===== src/rtl/fcvt_arbiter_ctrl.sv =====
// ---------------------------------------------------------------------------
// fcvt_arbiter_ctrl
//
// Arbitrates two requesters (bit 0 = integer pipe, bit 1 = FP pipe) onto a
// single shared floating-point converter. One operation is in flight at a
// time: a granted request is latched, its operands are held on the cvt_*
// outputs for LATENCY cycles, the converter result is captured, and the
// result is presented on resp_* until the consumer takes it.
//
// Parameters
//   LATENCY  cycles the converter operands are held before capture (1..15)
//   OPW      width of the operation code
//
// Ports
//   clk, reset         block clock; asynchronous active-high reset
//   req_valid[1:0]     per-requester request valid
//   req_ready[1:0]     per-requester accept strobe (one-hot or zero)
//   req_op             {op1, op0}, OPW bits each
//   req_rs1, req_rs2   {rs_1, rs_0}, 32 bits each
//   req_rm             {rm1, rm0}, 3 bits each; 3'b111 selects frm
//   frm                dynamic rounding mode from fcsr
//   flush              pipeline kill; forces IDLE and drops any response
//   cvt_op/rs1/rs2/rm  registered operands driven to the shared converter
//   cvt_result         combinational converter result
//   resp_valid/ready   response handshake
//   resp_data          captured result (zero when the rounding mode is illegal)
//   resp_id            requester that originated the response
//   resp_err           illegal rounding mode flag
// ---------------------------------------------------------------------------
module fcvt_arbiter_ctrl #(
  parameter int LATENCY = 2,
  parameter int OPW     = 6
) (
  input  logic             clk,
  input  logic             reset,
  input  logic [1:0]       req_valid,
  output logic [1:0]       req_ready,
  input  logic [2*OPW-1:0] req_op,
  input  logic [63:0]      req_rs1,
  input  logic [63:0]      req_rs2,
  input  logic [5:0]       req_rm,
  input  logic [2:0]       frm,
  input  logic             flush,
  output logic [OPW-1:0]   cvt_op,
  output logic [31:0]      cvt_rs1,
  output logic [31:0]      cvt_rs2,
  output logic [2:0]       cvt_rm,
  input  logic [31:0]      cvt_result,
  output logic             resp_valid,
  input  logic             resp_ready,
  output logic [31:0]      resp_data,
  output logic             resp_id,
  output logic             resp_err
);

  localparam logic [3:0] CNT_INIT = 4'(LATENCY - 1);

  typedef enum logic [1:0] {
    IDLE = 2'd0,
    EXEC = 2'd1,
    RESP = 2'd2
  } state_t;

  state_t state, state_nxt;

  logic           last_grant;
  logic [3:0]     cnt;
  logic           id_q;
  logic           err_q;

  logic [1:0]     grant;
  logic           accept;
  logic           sel;
  logic [OPW-1:0] sel_op;
  logic [31:0]    sel_rs1;
  logic [31:0]    sel_rs2;
  logic [2:0]     sel_rm_raw;
  logic [2:0]     sel_rm;

  // The instruction field 3'b111 means "use the dynamic mode from fcsr".
  function automatic logic [2:0] resolve_rm(input logic [2:0] rm_field,
                                            input logic [2:0] dyn_rm);
    return (rm_field == 3'b111) ? dyn_rm : rm_field;
  endfunction

  // Encodings 5 and 6 are reserved; 7 can only arrive here through frm,
  // which is itself illegal as a dynamic mode.
  function automatic logic rm_illegal(input logic [2:0] rm);
    return (rm == 3'd5) || (rm == 3'd6) || (rm == 3'd7);
  endfunction

  // Round-robin: a lone requester always wins; under contention the one
  // that did not win last time is chosen.
  always_comb begin
    grant = 2'b00;
    case (req_valid)
      2'b01:   grant = 2'b01;
      2'b10:   grant = 2'b10;
      2'b11:   grant = last_grant ? 2'b01 : 2'b10;
      default: grant = 2'b00;
    endcase
  end

  assign sel        = grant[1];
  assign sel_op     = sel ? req_op[2*OPW-1:OPW] : req_op[OPW-1:0];
  assign sel_rs1    = sel ? req_rs1[63:32]      : req_rs1[31:0];
  assign sel_rs2    = sel ? req_rs2[63:32]      : req_rs2[31:0];
  assign sel_rm_raw = sel ? req_rm[5:3]         : req_rm[2:0];
  assign sel_rm     = resolve_rm(sel_rm_raw, frm);

  // Next state and accept strobe. reset gates req_ready so the strobe reads
  // zero for the whole time reset is held, not just after the next edge.
  always_comb begin
    state_nxt = state;
    req_ready = 2'b00;
    accept    = 1'b0;
    case (state)
      IDLE: begin
        if (!flush && !reset) begin
          req_ready = grant;
          accept    = |grant;
          if (|grant) state_nxt = EXEC;
        end
      end
      EXEC: begin
        if (cnt == 4'd0) state_nxt = RESP;
      end
      RESP: begin
        if (resp_ready) state_nxt = IDLE;
      end
      default: state_nxt = IDLE;
    endcase
    // flush wins over acceptance and over response completion.
    if (flush) state_nxt = IDLE;
  end

  always_ff @(posedge clk or posedge reset) begin
    if (reset) state <= IDLE;
    else       state <= state_nxt;
  end

  // ---- acceptance: latch operands, resolved rm and originator ----
  // ---- execute: count down, then capture the converter result ----
  always_ff @(posedge clk or posedge reset) begin
    if (reset) begin
      cvt_op     <= '0;
      cvt_rs1    <= '0;
      cvt_rs2    <= '0;
      cvt_rm     <= '0;
      err_q      <= 1'b0;
      id_q       <= 1'b0;
      cnt        <= '0;
      last_grant <= 1'b1;
      resp_valid <= 1'b0;
      resp_data  <= '0;
      resp_id    <= 1'b0;
      resp_err   <= 1'b0;
    end else begin
      if (accept) begin
        cvt_op     <= sel_op;
        cvt_rs1    <= sel_rs1;
        cvt_rs2    <= sel_rs2;
        cvt_rm     <= sel_rm;
        err_q      <= rm_illegal(sel_rm);
        id_q       <= sel;
        last_grant <= sel;
        cnt        <= CNT_INIT;
      end

      if (state == EXEC && !flush) begin
        if (cnt == 4'd0) begin
          resp_valid <= 1'b1;
          resp_data  <= err_q ? 32'd0 : cvt_result;
          resp_id    <= id_q;
          resp_err   <= err_q;
        end else begin
          cnt <= cnt - 4'd1;
        end
      end

      // ---- response: hold until taken, or drop on flush ----
      if (state == RESP && (flush || resp_ready)) begin
        resp_valid <= 1'b0;
      end
    end
  end

`ifndef SYNTHESIS
  a_ready_onehot: assert property (@(posedge clk) disable iff (reset)
    $onehot0(req_ready));

  a_ready_only_idle: assert property (@(posedge clk) disable iff (reset)
    (req_ready != 2'b00) |-> (state == IDLE));

  a_cvt_hold: assert property (@(posedge clk) disable iff (reset)
    (state != IDLE) |=> $stable({cvt_op, cvt_rs1, cvt_rs2, cvt_rm}));
`endif

endmodule


===== config.mk =====
export PLATFORM = sky130hd
export DESIGN_NAME = fcvt_arbiter_ctrl
export DESIGN_NICKNAME = d
export VERILOG_FILES = /design/src/rtl/fcvt_arbiter_ctrl.sv
export SDC_FILE = /design/constraint.sdc
export NUM_CORES = 1
export LEC_CHECK = 0
export CAP_MARGIN = 20
export CORE_MARGIN = 1.5
export CORE_UTILIZATION = 35
export CTS_CLUSTER_DIAMETER = 60
export DETAILED_ROUTE_END_ITERATION = 7
export HOLD_SLACK_MARGIN = 0.06
export PLACE_DENSITY = 0.77
export SLEW_MARGIN = 10
export SYNTH_ARGS = -nofsm -noshare
export SYNTH_HDL_FRONTEND = slang
export SYNTH_SLANG_ARGS = --single-unit

===== constraint.sdc =====
create_clock -name clk -period 4.58 [get_ports clk]
set_clock_uncertainty 0.05 [all_clocks]
set_input_delay 1.374 -clock clk [delete_from_list [all_inputs] [get_ports clk]]
set_output_delay 1.374 -clock clk [all_outputs]
set_load 0.02 [all_outputs]

After elaboration in Yosys (flattened, before gate mapping)
Cells that the tools add are included.

Output and inout bits: 110. Bits in latches: 0. Bits of input ports: 187. Word-level logic and storage cells: 67. Flip-flop bits (word level): 117. RAM bits: 0. ROM bits: 0. Memories kept: 0.

Shift-type cells: 0. Div/mod/pow operators: 0. Add/subtract/negate cells: 1. Reductions and logical operators: 16. $lt $le $gt $ge: 0. Equality and inequality tests: 13. Bitwise operators: 0. $mul: 0. Muxes and demuxes: 24.

Operator list (number): two-way mux 32 bit (3); two-way mux 2 bit (8); == test 3 bit (second input constant) (4); two-way mux 4 bit (3); != test 3 bit (second input constant) (4); case mux 2 bit (3 select lines) (2); == test 2 bit (second input constant) (3); two-way mux 3 bit (2); two-way mux 6 bit (1); two-way mux 1 bit (5); == test 2 x 1 -> 1 bit (second input constant) (2); zero test 4 bit (1); AND reduction 2 bit (2); AND reduction 4 bit (1); nonzero test 2 bit (2); subtractor 4 x 1 -> 4 bit (second input constant) (1); logical AND 1 bit (3); logical OR 1 bit (3); zero test 1 bit (2); zero test 2 bit (1); OR reduction 2 bit (1).

Depth between registers and ports, before layout
Word-level depth: 8. Mapped depth: 8. Depth with buffers taken out: 6.

Least setup slack after synthesis
Ideal clock, no wire load.

Path type: input -> output. Start: in req_valid[1]. End: out req_ready[1]. Slack: 1158 ps. Stages on the path: 3. Data arrival time: 1998 ps. Buffers on the path: 1. Required time: 3156 ps. Cells stage by stage: a21boi_2 > buf_6 > and2_1.

Word-level cells in the longest chain between the ends: 4. Elaborated cells between the ends (all ways): 6. Those cells by class: eq/ne: 3; mux: 3.

RTL lines: from (decl) (RTL line 36) `input logic [1:0] req_valid,`; == test 2 bit or == test 2 x 1 -> 1 bit (tied branches) (RTL line 96) `case (req_valid)`; case mux 2 bit (3 select lines) (*) (RTL line 96); two-way mux 2 bit (*) (RTL line 119) `if (!flush && !reset) begin`; two-way mux 2 bit (*) (RTL line 117) `case (state)`; to (decl) (RTL line 37) `output logic [1:0] req_ready,`.

Every way passes the cells marked *; elsewhere a longest branch is shown, timed or not.

Worst setup path after layout
Start: in reset. End: out req_ready[0].

Word-level cells in the longest chain between the ends: 4.

RTL lines: from (decl) (RTL line 35) `input logic reset,`; zero test 1 bit (no source line); logical AND 1 bit (RTL line 119); two-way mux 2 bit (RTL line 119); two-way mux 2 bit (RTL line 117).

Every way passes these cells.

==> run_summary.xml <==
<?xml version="1.0" encoding="UTF-8"?>
<metrics>
  <group name="global_routing">
    <metric name="globalRouteOverflowTotal" unit="">0</metric>
    <metric name="first_global_vias" unit="">5142</metric>
    <metric name="grt_util_met1" unit="%">24.2</metric>
    <metric name="groute.usage.overall" unit="%">21.3</metric>
    <metric name="use_met3" unit="%">8.58</metric>
    <metric name="global_route_met2_utilization" unit="%">36.3</metric>
    <metric name="grt_pass1_wl" unit="um">26600</metric>
    <metric name="largest_net_degree_at_the_start_of_global_routing" unit="">77</metric>
    <metric name="grt_antenna_before_repair" unit="">0</metric>
    <metric name="gr-max-usage-layer" unit="">met2</metric>
  </group>
  <group name="floorplan">
    <metric name="fp.coreArea" unit="mm^2">0.0151</metric>
    <metric name="fp.dieArea" unit="mm^2">0.0161</metric>
    <metric name="floorplan.die.height" unit="um">127</metric>
    <metric name="core.rowCount" unit="">45</metric>
    <metric name="start_util" unit="%">35.7</metric>
    <metric name="die_w" unit="um">127</metric>
    <metric name="floorplan.io_pins" unit="">297</metric>
  </group>
  <group name="clock_tree">
    <metric name="clock_insertion_delay_worst_skew" unit="ps">400</metric>
    <metric name="postCtsHoldBufs" unit="">0</metric>
    <metric name="numCtsBuffers" unit="">17</metric>
    <metric name="clock-sinks" unit="">117</metric>
    <metric name="post_cts_buffers" unit="">0</metric>
    <metric name="cts-htree-levels" unit="">4</metric>
    <metric name="clk_path_buf_depth" unit="">2</metric>
    <metric name="clk_transition_reported_paths" unit="ps">50</metric>
    <metric name="cts_tree" unit="">built</metric>
    <metric name="post_cts.resized_instances" unit="">0</metric>
    <metric name="clockRootBuffer" unit="">sky130_fd_sc_hd__clkbuf_16</metric>
  </group>
  <group name="timing">
    <metric name="timing_max_transition_violations_final" unit="">0</metric>
    <metric name="finalHoldWorstSlack" unit="ps">428</metric>
    <metric name="period_minus_slack" unit="ps">4430</metric>
    <metric name="max_slew.worst_pin.slew" unit="ps">881</metric>
    <metric name="timing_hold_violations_final" unit="">0</metric>
    <metric name="setup-violations-final" unit="">0</metric>
    <metric name="fmaxAchievable" unit="GHz">0.226</metric>
    <metric name="fin_crit_sh" unit="%">96.8</metric>
    <metric name="timing.max_slew.rel_slack" unit="%">41.3</metric>
    <metric name="rsz0062_at_grt" unit="">no</metric>
    <metric name="finalSetupTns" unit="ps">0</metric>
  </group>
  <group name="worst_setup_path">
    <metric name="worst_r2r_path_depth" unit="">6</metric>
    <metric name="setup.worst_path.end_class" unit="">output pin</metric>
    <metric name="worst_path_largest_cell_delay" unit="ps">590</metric>
    <metric name="worstPathArrival" unit="ps">3010</metric>
    <metric name="crit_path_start_kind" unit="">input pin</metric>
    <metric name="r2r_path_start" unit="">cnt[0]$_DFF_PP0_</metric>
    <metric name="path_max_fanout" unit="">4</metric>
    <metric name="worstSetupPathType" unit="">input pin to output pin</metric>
    <metric name="rrSetupSlack" unit="ps">2390</metric>
    <metric name="path_common_cell" unit="">sky130_fd_sc_hd__clkdlybuf4s50_1</metric>
    <metric name="crit-reg2reg-capture" unit="">resp_data[16]$_DFFE_PP0P_</metric>
    <metric name="series_of_cell_instances_along_the_critical_path" unit="">clkdlybuf4s50_1 -&gt; nor4_4 -&gt; and3_1 -&gt; clkdlybuf4s50_1</metric>
    <metric name="critical_path_required" unit="ps">3160</metric>
    <metric name="critical-path-slowest-cell" unit="">sky130_fd_sc_hd__clkdlybuf4s50_1</metric>
  </group>
  <group name="drt">
    <metric name="avgViaCountPerCell" unit="">4.81</metric>
    <metric name="antenna_left" unit="">0</metric>
    <metric name="drt_pass1_iterations" unit="">6</metric>
    <metric name="post-route-drc-count" unit="">0</metric>
    <metric name="route.final.wire_length" unit="um">16600</metric>
    <metric name="vias" unit="">5234</metric>
    <metric name="dr.first_iter.drc_count" unit="">216</metric>
    <metric name="wl_per_instance" unit="um">15.3</metric>
  </group>
  <group name="synthesis">
    <metric name="syn-instance-count" unit="">604</metric>
    <metric name="top_ff_cell_synth" unit="">sky130_fd_sc_hd__dfrtp_1</metric>
    <metric name="yosys.cell_types.count" unit="">42</metric>
    <metric name="synth-edff-count" unit="">0</metric>
    <metric name="seq_area_frac_synth" unit="%">54.4</metric>
    <metric name="synth_fp_nets" unit="">792</metric>
    <metric name="synth_area" unit="mm^2">0.00538</metric>
    <metric name="avgSynthCellArea" unit="um^2">8.91</metric>
    <metric name="ys_ff_latch" unit="">117</metric>
    <metric name="yosys_warnings" unit="">0</metric>
    <metric name="ys_async_sr_fraction" unit="%">100</metric>
  </group>
  <group name="finish">
    <metric name="diodes" unit="">0</metric>
    <metric name="area.growth.synth_to_final" unit="%">67.4</metric>
    <metric name="final_layout_size_suffix_gt1_share" unit="%">5.66</metric>
    <metric name="nets" unit="">1076</metric>
  </group>
  <group name="power">
    <metric name="vdd.ir_drop.worst" unit="mV">0.307</metric>
    <metric name="power_density" unit="mW/mm^2">555</metric>
    <metric name="power.leakage" unit="uW">0.00376</metric>
  </group>
  <group name="min_path">
    <metric name="holdCritPathClass" unit="">register to register</metric>
    <metric name="worst_hold_path.endpoint" unit="">resp_data[9]$_DFFE_PP0P_</metric>
    <metric name="timing.hold.worst.start" unit="">resp_data[9]$_DFFE_PP0P_</metric>
    <metric name="worstHoldPathCells" unit="">2</metric>
  </group>
  <group name="placement">
    <metric name="placement.io_buffers" unit="">296</metric>
    <metric name="place.gp.congestion" unit="">0.816</metric>
    <metric name="dp_hpwl" unit="um">11800</metric>
  </group>
  <group name="job">
    <metric name="maxCapViolations" unit="">0</metric>
  </group>
  <group name="status">
    <metric name="outcome" unit="">complete, no violations</metric>
  </group>
</metrics>
[synth_stat cells (3+ instances only)]
master | n | area (um^2)
sky130_fd_sc_hd__buf_2 | 12 | 60.1
sky130_fd_sc_hd__buf_4 | 5 | 37.5
sky130_fd_sc_hd__o21ai_0 | 28 | 140
sky130_fd_sc_hd__nor2_1 | 75 | 282
sky130_fd_sc_hd__buf_6 | 11 | 124
sky130_fd_sc_hd__clkbuf_1 | 14 | 52.6
sky130_fd_sc_hd__nand2b_1 | 33 | 206
sky130_fd_sc_hd__a31oi_1 | 73 | 457
sky130_fd_sc_hd__o21ai_1 | 9 | 45.0
sky130_fd_sc_hd__nor3_1 | 3 | 15.0
sky130_fd_sc_hd__nand3_1 | 4 | 20.0
sky130_fd_sc_hd__nand2_1 | 177 | 664
sky130_fd_sc_hd__dfrtp_1 | 116 | 2900
sky130_fd_sc_hd__inv_1 | 6 | 22.5
[layout by cell type (no fill, tap or decap), drive strengths merged, types with 2 or more instances in the layout]
master         instances
o211ai                 2
bufinv                 2
a21o                   2
inv                    6
o31ai                  2
nand2                178
dfrtp                116
clkinv                 6
mux2i                  2
clkbuf                22
o21ai                 37
nor3b                  2
mux2                   2
clkdlybuf4s50        296
nand2b                33
buf                   11
nor2                  75
and3                   2
and2                   2
o2111ai                2
clkinvlp               2
nand4                  2
nand3                  4
nor3                   3
nand3b                 2
a31oi                 73
[kinds of logic (layout without fill, tap and decap cells)]
group | after synthesis | in the layout | synth area share [%]
compound gates | 126 | 126 | 14.4
mux | 4 | 4 | 0.930
flops | 117 | 117 | 54.4
simple gates | 308 | 308 | 24.5
buf+inv | 48 | 345 | 5.51
fa+ha+maj | 1 | 1 | 0.232
[state kept, by name, indices dropped and copies added, names as in the netlist]
signal	flops
last_grant	1
cvt_rs1	32
resp_err	1
resp_id	1
err_q	1
cvt_rs2	32
id_q	1
resp_valid	1
cvt_rm	3
cnt	4
cvt_op	6
resp_data	32
state	2
[worst max path at each step]
stage | to | start | slack (ps)
global placement | req_ready[0] | reset | 150
finish | req_ready[0] | reset | 150
floorplan | cnt[0]$_DFF_PP0_ | reset | 60
CTS | req_ready[0] | reset | 140
global route | req_ready[0] | reset | 70
detailed placement | req_ready[0] | reset | 140
[report_power, final]
group,switching [uW],leakage (uW),internal (uW)
Combinational,1030,0.00209,1040
Clock,460,0.000279,823
Sequential,243,0.00138,1410
[final cells by class]
| class | instances | area (um^2) |
|---|---|---|
| fill | 1328 | 6080 |
| timing repair buffer | 307 | 3080 |
| inverter | 6 | 25.0 |
| tap | 188 | 235 |
| multi-input combinational | 439 | 2170 |
| sequential | 117 | 2930 |
| clock inverter | 10 | 105 |
| clock buffer | 22 | 464 |
[metrics by stage]
stage | utilization, % | worst slack, ps | total power, uW | area [um^2] | std cells
global route | 59.7 | 66.0 | 5300 | 9010 | 1089
global placement | 55.9 | 153 | 3720 | 8440 | 1057
finish | 59.7 | 148 | 5000 | 9010 | 1089
detailed placement | 55.9 | 138 | 3760 | 8440 | 1057
CTS | 59.7 | 136 | 5070 | 9010 | 1089
floorplan | - | 56.9 | 2690 | 5380 | 604
[critical path, delay by kind of cell]
family	cells	cell delay (ps)
buffers and inverters	2	1080
AND/OR/NAND/NOR	2	550
[per-layer routing]
metal / routed length, um / vias to the layer above
met2: 8200 / 236
met3: 1670 / 20
li1: - / 2600
met4: 269 / 0
met1: 6480 / 2378
met5: 0 / -
Power figures use the tool's default switching activity.
